### config.mk
export PLATFORM = sky130hd
export DESIGN_NAME = tl_cntr_nway
export DESIGN_NICKNAME = d
export VERILOG_FILES = /design/src/rtl/tl_pkg.sv /design/src/rtl/tl_rr_arb.sv /design/src/rtl/tl_cntr_nway.sv
export SDC_FILE = /design/constraint.sdc
export NUM_CORES = 1
export LEC_CHECK = 0
export CORE_MARGIN = 1
export CORE_UTILIZATION = 52
export CTS_BUF_LIST = sky130_fd_sc_hd__clkbuf_2 sky130_fd_sc_hd__clkbuf_4 sky130_fd_sc_hd__clkbuf_8
export DETAILED_ROUTE_END_ITERATION = 8
export PLACE_DENSITY = 0.91
export SLEW_MARGIN = 10
export SYNTH_ARGS = -nofsm -noshare
export SYNTH_HDL_FRONTEND = slang
export SYNTH_SLANG_ARGS = --single-unit
export TNS_END_PERCENT = 50
### constraint.sdc
create_clock -name clk -period 2.8 [get_ports clk]
set_clock_uncertainty 0.1 [all_clocks]
set_input_delay 0.56 -clock clk [delete_from_list [all_inputs] [get_ports clk]]
set_output_delay 0.56 -clock clk [all_outputs]
set_load 0.01 [all_outputs]
### src/rtl/tl_pkg.sv
// Shared light codes, phase encodings and elaboration-time helpers for the N-way
// traffic light controller.
package tl_pkg;

    typedef enum logic [1:0] {
        LT_GREEN  = 2'b00,
        LT_YELLOW = 2'b01,
        LT_RED    = 2'b10
    } light_e;

    typedef enum logic [1:0] {
        PH_GREEN   = 2'b00,
        PH_YELLOW  = 2'b01,
        PH_ALL_RED = 2'b10
    } phase_e;

    function automatic int tl_clog2(input int value);
        int width;
        width = 32'sd0;
        for (int w = 0; w < 31; w++) begin
            width = ((32'sd1 <<< w) < value) ? (w + 32'sd1) : width;
        end
        return width;
    endfunction

    function automatic int tl_max(input int a, input int b);
        return (a > b) ? a : b;
    endfunction

endpackage

### src/rtl/tl_rr_arb.sv
// Combinational round-robin picker: first requesting approach after cur_dir
// (wrapping), or cur_dir+1 when nobody else is requesting.
module tl_rr_arb
    import tl_pkg::*;
#(
    parameter int N_DIR = 4,
    parameter int DW    = 2
) (
    input  logic [N_DIR-1:0] req,
    input  logic [DW-1:0]    cur_dir,
    output logic [DW-1:0]    next_dir
);

    function automatic logic [DW-1:0] wrap_add(input logic [DW-1:0] cur, input int k);
        return DW'((int'(cur) + k) % N_DIR);
    endfunction

    // Scan farthest-first so the nearest requester after cur_dir overwrites last
    always_comb begin
        next_dir = wrap_add(cur_dir, 32'sd1);
        for (int k = N_DIR - 1; k >= 1; k--) begin
            next_dir = req[wrap_add(cur_dir, k)] ? wrap_add(cur_dir, k) : next_dir;
        end
    end

endmodule

### src/rtl/tl_cntr_nway.sv
// N-way traffic light controller: phase FSM, phase timer and registered lamp decode.
// Optional starvation guard enabled by defining TL_MAX_GREEN_EN.
module tl_cntr_nway
    import tl_pkg::*;
#(
    parameter int N_DIR      = 4,
    parameter int MIN_GREEN  = 4,
    parameter int YELLOW_CYC = 2,
    parameter int ALLRED_CYC = 1,
    parameter int MAX_GREEN  = 16
) (
    input  logic                        clk,
    input  logic                        reset_n,
    input  logic [N_DIR-1:0]            T,
    output logic [2*N_DIR-1:0]          L,
    output logic [1:0]                  phase,
    output logic [tl_clog2(N_DIR)-1:0]  cur_dir
);

    localparam int DW   = tl_clog2(N_DIR);
    localparam int TMAX = tl_max(tl_max(MIN_GREEN, YELLOW_CYC), tl_max(ALLRED_CYC, MAX_GREEN));
    localparam int TW   = tl_clog2(TMAX + 32'sd1);

    localparam logic [TW-1:0] GRN_END   = TW'(MIN_GREEN - 32'sd1);
    localparam logic [TW-1:0] YEL_END   = TW'(YELLOW_CYC - 32'sd1);
    localparam logic [TW-1:0] AR_END    = TW'((ALLRED_CYC > 32'sd0) ? (ALLRED_CYC - 32'sd1) : 32'sd0);
    localparam logic [TW-1:0] TIMER_SAT = {TW{1'b1}};
    localparam logic [2*N_DIR-1:0] RST_LIGHTS = {{(N_DIR-1){2'b10}}, 2'b00};
`ifdef TL_MAX_GREEN_EN
    localparam logic [TW-1:0] MAXG_END  = TW'(MAX_GREEN - 32'sd1);
`endif

    phase_e             phase_r, phase_nx_s;
    logic [DW-1:0]      dir_r, dir_nx_s, arb_dir_s;
    logic [TW-1:0]      timer_r, timer_nx_s;
    logic [2*N_DIR-1:0] lights_r, lights_s;
    logic [N_DIR-1:0]   cur_oh_s;
    logic               others_wait_s, cur_req_s, green_exit_s;

    tl_rr_arb #(
        .N_DIR (N_DIR),
        .DW    (DW)
    ) u_arb (
        .req      (T),
        .cur_dir  (dir_r),
        .next_dir (arb_dir_s)
    );

    assign cur_oh_s      = {{(N_DIR-1){1'b0}}, 1'b1} << dir_r;
    assign others_wait_s = |(T & ~cur_oh_s);
    assign cur_req_s     = |(T & cur_oh_s);

    // Green exit decision (min-green handoff, optionally max-green forced handoff)
    always_comb begin
`ifdef TL_MAX_GREEN_EN
        green_exit_s = others_wait_s &&
                       (((timer_r >= GRN_END) && !cur_req_s) || (timer_r >= MAXG_END));
`else
        green_exit_s = others_wait_s && (timer_r >= GRN_END) && !cur_req_s;
`endif
    end

    // Next phase / owning approach; the new owner is picked only when clearance ends
    always_comb begin
        phase_nx_s = phase_r;
        dir_nx_s   = dir_r;
        case (phase_r)
            PH_GREEN: begin
                if (green_exit_s) begin
                    phase_nx_s = PH_YELLOW;
                end else begin
                    phase_nx_s = PH_GREEN;
                end
            end
            PH_YELLOW: begin
                if (timer_r < YEL_END) begin
                    phase_nx_s = PH_YELLOW;
                end else if (ALLRED_CYC == 32'sd0) begin
                    phase_nx_s = PH_GREEN;
                    dir_nx_s   = arb_dir_s;
                end else begin
                    phase_nx_s = PH_ALL_RED;
                end
            end
            PH_ALL_RED: begin
                if (timer_r >= AR_END) begin
                    phase_nx_s = PH_GREEN;
                    dir_nx_s   = arb_dir_s;
                end else begin
                    phase_nx_s = PH_ALL_RED;
                end
            end
            default: begin
                phase_nx_s = PH_GREEN;
                dir_nx_s   = '0;
            end
        endcase
    end

    // Phase timer: restarts on every phase change, saturates otherwise
    always_comb begin
        if (phase_nx_s != phase_r) begin
            timer_nx_s = '0;
        end else if (timer_r != TIMER_SAT) begin
            timer_nx_s = timer_r + TW'(1'b1);
        end else begin
            timer_nx_s = timer_r;
        end
    end

    // Lamp decode from the next state so the lamps register alongside phase/cur_dir
    always_comb begin
        lights_s = '0;
        for (int i = 0; i < N_DIR; i++) begin
            if ((DW'(i) == dir_nx_s) && (phase_nx_s == PH_GREEN)) begin
                lights_s[2*i +: 2] = LT_GREEN;
            end else if ((DW'(i) == dir_nx_s) && (phase_nx_s == PH_YELLOW)) begin
                lights_s[2*i +: 2] = LT_YELLOW;
            end else begin
                lights_s[2*i +: 2] = LT_RED;
            end
        end
    end

    // State, timer and lamp registers
    always_ff @(posedge clk) begin
        if (!reset_n) begin
            phase_r  <= PH_GREEN;
            dir_r    <= '0;
            timer_r  <= '0;
            lights_r <= RST_LIGHTS;
        end else begin
            phase_r  <= phase_nx_s;
            dir_r    <= dir_nx_s;
            timer_r  <= timer_nx_s;
            lights_r <= lights_s;
        end
    end

    assign L       = lights_r;
    assign phase   = phase_r;
    assign cur_dir = dir_r;

endmodule

# After elaboration in Yosys (flattened, before gate mapping)
# Index checks and enable logic that the tools add are counted.
[classes]
add_sub_neg = 4
n_mul = 0
div_mod_pow = 0
n_lt_le_gt_ge = 6
n_eq_ne = 8
shifts = 1
muxes = 22
bitwise = 4
n_reduce_logical = 22
[ops]
columns = ["op", "n"]
rows = [
  ["2-bit 2-to-1 mux", 13],
  ["2-bit OR reduction", 6],
  ["1-bit logical AND", 10],
  ["2-bit by 3-bit less-than comparator with 1-bit output, second input constant", 3],
  ["4-bit bitwise AND", 2],
  ["4-bit OR reduction", 2],
  ["1-bit binary-select mux with 2-bit select", 3],
  ["2-bit logical NOT", 3],
  ["2-bit case mux with 3 select lines", 1],
  ["5-bit by 1-bit adder with 5-bit output, second input constant", 1],
  ["5-bit by 1-bit greater-or-equal comparator with 1-bit output, second input constant", 1],
  ["5-bit by 2-bit greater-or-equal comparator with 1-bit output, second input constant", 1],
  ["5-bit by 1-bit less-than comparator with 1-bit output, second input constant", 1],
  ["5-bit != test, second input constant", 1],
  ["2-bit adder, second input constant", 2],
  ["2-bit by 1-bit equality test with 1-bit output, second input constant", 2],
  ["2-bit equality test, first input constant", 2],
  ["1-bit 2-to-1 mux", 4],
  ["4-bit NOT", 1],
  ["2-bit case mux with 2 select lines", 1],
  ["1-bit by 2-bit left shift with 4-bit output, first input constant", 1],
  ["2-bit by 1-bit adder with 2-bit output, second input constant", 1],
  ["1-bit by 2-bit equality test with 1-bit output, first input constant", 1],
  ["2-bit equality test, second input constant", 1],
  ["other kinds (3)", 3],
]
[totals]
ff_bits = 17
latch_bits = 0
ram_bits = 0
rom_bits = 0
input_bits = 6
output_inout_bits = 12
word_cells = 75
memories = 0

# Logic depth before layout (Yosys ltp)
[logic_depth]
word_depth = 12
mapped_depth = 8
ltp_nobuf = 7

# By module
# Synthesis repeated with hierarchy kept, for this count alone.
[unflattened]
cells_unflattened = 83
hier_area_um2 = 785.8
[modules_own_cells]
columns = ["module", "instances", "cells_each", "area_per_inst_um2", "seq_area_each_um2"]
rows = [
  ["tl_cntr_nway", 1, 66, 693.2, 340.3],
  ["tl_rr_arb", 1, 17, 92.6, 0.0],
]

# Worst setup path after synthesis
# No wires, ideal clock.
[synth_path]
path_kind = "register to register"
start = "register dir_r[0], in the netlist cur_dir[0]"
end = "register lights_r[5], in the netlist L[5]"
setup_time_ns = 0.120
t_arrival_ns = 1.917
t_required_ns = 2.580
slack_ns = 0.664
path_stages_with_launch = 8
path_buffers = 1
synth_period_minus_slack_ns = 2.136
path_cell_list = "dfxtp_1 buf_2 inv_1 ha_1 mux2_2 o2111ai_1 nand3_1 a211o_1"
[synth_via]
elab_chain_cells = 12
word_cells_on_any_way = 32
classes_between = "3 x add/sub; 2 x eq/ne; 1 x shift; 15 x mux; 3 x bitwise; 8 x reduce/logical"
[synth_rtl]
columns = ["item", "line", "text"]
rows = [
  ["from (decl)", "tl_cntr_nway.sv:34", "logic [DW-1:0] dir_r, dir_nx_s, arb_dir_s;"],
  ["from (signal assigned)", "tl_cntr_nway.sv:134", "dir_r <= dir_nx_s;"],
  ["2-bit adder / 1-bit by 2-bit left shift with 4-bit output (equally long branches)", "tl_rr_arb.sv:15, tl_cntr_nway.sv:49", ""],
  ["1-bit binary-select mux with 2-bit select / 4-bit NOT (equally long branches)", "tl_rr_arb.sv:22, tl_cntr_nway.sv:50", ""],
  ["1-bit 2-to-1 mux (implied by the code) / 4-bit bitwise AND (equally long branches)", "tl_rr_arb.sv:22, tl_cntr_nway.sv:50", ""],
  ["2-bit 2-to-1 mux / 4-bit OR reduction (equally long branches)", "tl_rr_arb.sv:22, tl_cntr_nway.sv:50", ""],
  ["2-bit 2-to-1 mux / 1-bit logical AND (equally long branches) (2 in a row)", "tl_rr_arb.sv:22, tl_cntr_nway.sv:59", ""],
  ["2-bit 2-to-1 mux / 1-bit 2-to-1 mux (equally long branches)", "tl_cntr_nway.sv:86, tl_cntr_nway.sv:69", ""],
  ["2-bit case mux with 2 select lines / 2-bit case mux with 3 select lines (equally long branches)", "tl_cntr_nway.sv:67", "case (phase_r)"],
  ["2-bit equality test / 2-bit by 1-bit equality test with 1-bit output (equally long branches)", "tl_cntr_nway.sv:115, tl_cntr_nway.sv:117", ""],
  ["1-bit logical AND", "tl_cntr_nway.sv:117", "end else if ((DW'(i) == dir_nx_s) && (phase_nx_s == PH_YELLOW)) begin"],
  ["2-bit 2-to-1 mux", "tl_cntr_nway.sv:117", ""],
  ["2-bit 2-to-1 mux (*)", "tl_cntr_nway.sv:115", "if ((DW'(i) == dir_nx_s) && (phase_nx_s == PH_GREEN)) begin"],
  ["to (signal assigned)", "tl_cntr_nway.sv:136", "lights_r <= lights_s;"],
  ["to (decl)", "tl_cntr_nway.sv:36", "logic [2*N_DIR-1:0] lights_r, lights_s;"],
]
# Mark *: on every way between the ends. The rest lies on a longest branch, timed or not. The select of a mux whose other input is x is not followed.
# A chain may end at the register's enable or synchronous reset.

# Worst setup path after layout
[layout_path]
start = "input T[3]"
end = "register lights_r[5], in the netlist L[5]"
[layout_via]
elab_chain_cells = 11
word_cells_on_any_way = 27
classes_between = "2 x eq/ne; 15 x mux; 2 x bitwise; 8 x reduce/logical"
[layout_rtl]
columns = ["item", "line", "text"]
rows = [
  ["from (decl)", "tl_cntr_nway.sv:14", "input logic [N_DIR-1:0] T,"],
  ["1-bit binary-select mux with 2-bit select", "tl_rr_arb.sv:22", "next_dir = req[wrap_add(cur_dir, k)] ? wrap_add(cur_dir, k) : next_dir;"],
  ["1-bit 2-to-1 mux (implied by the code)", "tl_rr_arb.sv:22", ""],
  ["2-bit 2-to-1 mux (3 in a row)", "tl_rr_arb.sv:22", ""],
  ["2-bit 2-to-1 mux", "tl_cntr_nway.sv:86", "if (timer_r >= AR_END) begin"],
  ["2-bit case mux with 2 select lines", "tl_cntr_nway.sv:67", ""],
  ["2-bit equality test", "tl_cntr_nway.sv:115, tl_cntr_nway.sv:117", ""],
  ["1-bit logical AND", "tl_cntr_nway.sv:117", ""],
  ["2-bit 2-to-1 mux", "tl_cntr_nway.sv:117", ""],
  ["2-bit 2-to-1 mux (*)", "tl_cntr_nway.sv:115", ""],
]
# Marks and branches as above.

==> key figures <==
Run status
  • Outcome: finished, violations left
  • Violated checks: DRC

Finish
  • Seq. cell area: 340 um2
  • Fraction of layout instances using a drive strength above 1: 0.104
  • Most frequent cells in the layout: 17 x dfxtp_1, 17 x clkdlybuf4s50_1, 8 x nor2_1
  • Fill cells: 125
  • P&R area growth vs syn: 23.7%
  • Multi-input logic area: 541 um2
  • Final net count: 128
  • Ant diodes: 0
  • Fin util: 0.725

Logic synthesis
  • Post-Synth Adder-Cell Area: 0.0812
  • Largest family of logic cells by synthesized area: compound AO/OA/AOI/OAI gates
  • Yosys reg bits: 17
  • Post-Synth Simple-Gate Area: 0.203
  • Mux cell area share after synthesis: 0.0677
  • Syn Inst Count: 94
  • Synth Flop Type: dfxtp_1
  • Area of the mapped netlist: 925 um2
  • Sequential area share after synthesis: 0.368
  • Synth warn: 0
  • Post-synth EDFFs: 0
  • Post-synthesis cell type count: 43
  • Share of flip-flops with an asynchronous set or reset: 0
  • Synth Net Count: 106
  • Synth Area in XOR/XNOR: 0.0284
  • Syn avg cell area: 9.84 um2
  • Synth Area in Compound Gates: 0.204

Global routing
  • Overflow after GRT: 0
  • Largest net degree at the start of global routing: 14
  • First-pass GRT wire length: 3090 um
  • Initial antenna violation count: 0
  • Tot GR Track Use: 0.216
  • Vias in the first global route: between 700 and 800

Timing
  • TNS Setup: 0 ps
  • Worst slew pin tran: roughly 380 ps
  • Count of final setup violators: 0
  • RSZ-0062 raised after global routing: no
  • Post-layout min period: 2120 ps
  • Period utilization: 0.757
  • Hold Fails Final Rpt: 0
  • Slew Viols, Final: 0
  • WHS: 455 ps
  • Fmax: 0.472 GHz
  • Max_slew headroom: 0.744

Clocking
  • Post CTS Setup Buffer Count: 0
  • Clk buf depth: 2
  • Root Buffer: clkbuf_4
  • Worst skew pair latency: 280 ps
  • CTS tree: built
  • H-tree level count: 1
  • Clk slew on worst S/H paths: 100 ps
  • Hold buffer count at cts: 0
  • Number of clock sinks: 17
  • CTS buffer count: 3
  • # resized after CTS: 0

Worst setup path
  • Worst setup EP type: register
  • Reg2reg start: cur_dir[1]$_SDFF_PN0_
  • Critical path cell sequence: clkdlybuf4s50_1, a21boi_1, o221ai_1, a221o_1, a211o_1
  • Crit path kind: in -> reg
  • Crit path launch: T[3]
  • Crit path depth: 5
  • End of the critical path: L[5]$_SDFF_PN1_
  • Worst path arrival time: 2200 ps
  • CP Data Required Time: 2880 ps
  • CP max stage cell: clkdlybuf4s50_1
  • Crit path max fanout: 9
  • CP Launch Type: input port
  • CP top delay family: compound AO/OA/AOI/OAI gates
  • CP peak stage delay: 600 ps
  • R2R cell count: 6
  • Critical path buffers and inverters: 1
  • Worst reg-to-reg setup slack: between 700 and 800 ps
  • FF-to-FF End: L[5]$_SDFF_PN1_

Job
  • Maxcap violations: 0

Routing
  • DRC violations left: 2
  • ANT nets after route: 0
  • 1st-iter DRT viols: 21
  • Via count: 790
  • WL/cell: 13.8 um
  • Detailed Route WL: 1800 um
  • Via/cell ratio: 6.03
  • Drt first pass iters: 8

Floorplanning
  • Die height: 44.2 um
  • Starting density of the core: 0.587
  • Die ar.: between 0.0015 and 0.002 mm2
  • Row cnt: 14
  • IO Pins: 18
  • Core box area: 0.00158 mm2
  • Die X: 44.2 um

Power and ir drop
  • Power density cells: around 500 mW/mm2
  • P_leak: 0.446 nW
  • Peak supply drop: 0.000401 V

Place
  • Placer Congestion: 0.887
  • Detailed Place HPWL: 1380 um
  • Port bufs: 17

Worst hold path
  • Worst hold path type: reg -> reg
## per-stage QoR
step	setup slack [ps]	instance area (um2)	power [mW]	instances
2_1_floorplan	664	925	0.406	94
3_3_place_gp	448	1120	0.458	127
3_5_place_dp	375	1120	0.465	127
4_1_cts	690	1140	0.594	131
5_1_grt	635	1140	0.623	131
6_report	680	1140	0.587	131
## worst reg2reg max path: cells and delay by family, from the launching register on
kind,cells,cell delay [ps]
compound gates,2,460
flops,1,350
mux,1,350
buf+inv,1,90
simple gates,1,190
fa+ha+maj,1,390
## state kept, by name (all words and copies together), names as in the netlist
name,cells
L,8
cur_dir,2
phase,2
timer_r,5
## cells in the mapped netlist, types with 3 or more instances
library cell  instances  area share
mux2i_1               4       0.043
nand4_1               3       0.020
inv_1                 5       0.020
a211o_1               3       0.028
nor2_1                8       0.032
ha_1                  6       0.081
nand2b_1              3       0.020
dfxtp_1              17        0.37
## logic make-up after synthesis
logic type | count (synthesis)
flip-flops | 17
adder cells (fa/ha/maj) | 6
buffers and inverters | 9
AND/OR/NAND/NOR | 30
AO/OA/AOI/OAI | 23
multiplexers | 6
XOR/XNOR | 3
## final cells by class
cell class                      count  share of cell area
Inverter                            6              0.0197
Clock buffer                        3              0.0197
Sequential cell                    17               0.298
Tap cell                           16              0.0175
Multi-Input combinational cell     68               0.473
Timing Repair Buffer               20               0.168
Clock inverter                      1             0.00438
## where the power goes
group	internal (mW)	total [mW]	leakage, nW	switching (mW)
Clock	0.0530	0.127	0.0177	0.0743
Combinational	0.0861	0.165	0.290	0.0787
Sequential	0.265	0.295	0.138	0.0298
## layer usage
layer / up-vias / global-route usage / wire, um / share of wire
met3: 2 / 0.0367 / 60 / 0.033
li1: 398 / - / - / -
met4: 0 / 0.115 / 19 / 0.011
met2: 19 / 0.365 / 860 / 0.48
met1: 371 / 0.260 / 861 / 0.48
met5: - / 0 / 0 / 0
## worst min path at each step
stage                                        from  depth (start not counted)  slack, ps                      end
after floorplan           timer_r[3]$_SDFFE_PP0P_                          2        390  timer_r[3]$_SDFFE_PP0P_
after global placement    timer_r[4]$_SDFFE_PP0P_                          2        410  timer_r[4]$_SDFFE_PP0P_
after detailed placement  timer_r[4]$_SDFFE_PP0P_                          2        440  timer_r[4]$_SDFFE_PP0P_
after CTS                 timer_r[4]$_SDFFE_PP0P_                          2        460  timer_r[4]$_SDFFE_PP0P_
after global routing      timer_r[4]$_SDFFE_PP0P_                          2        490  timer_r[4]$_SDFFE_PP0P_
final                     timer_r[4]$_SDFFE_PP0P_                          2        460  timer_r[4]$_SDFFE_PP0P_
Power figures use the tool's default switching activity.
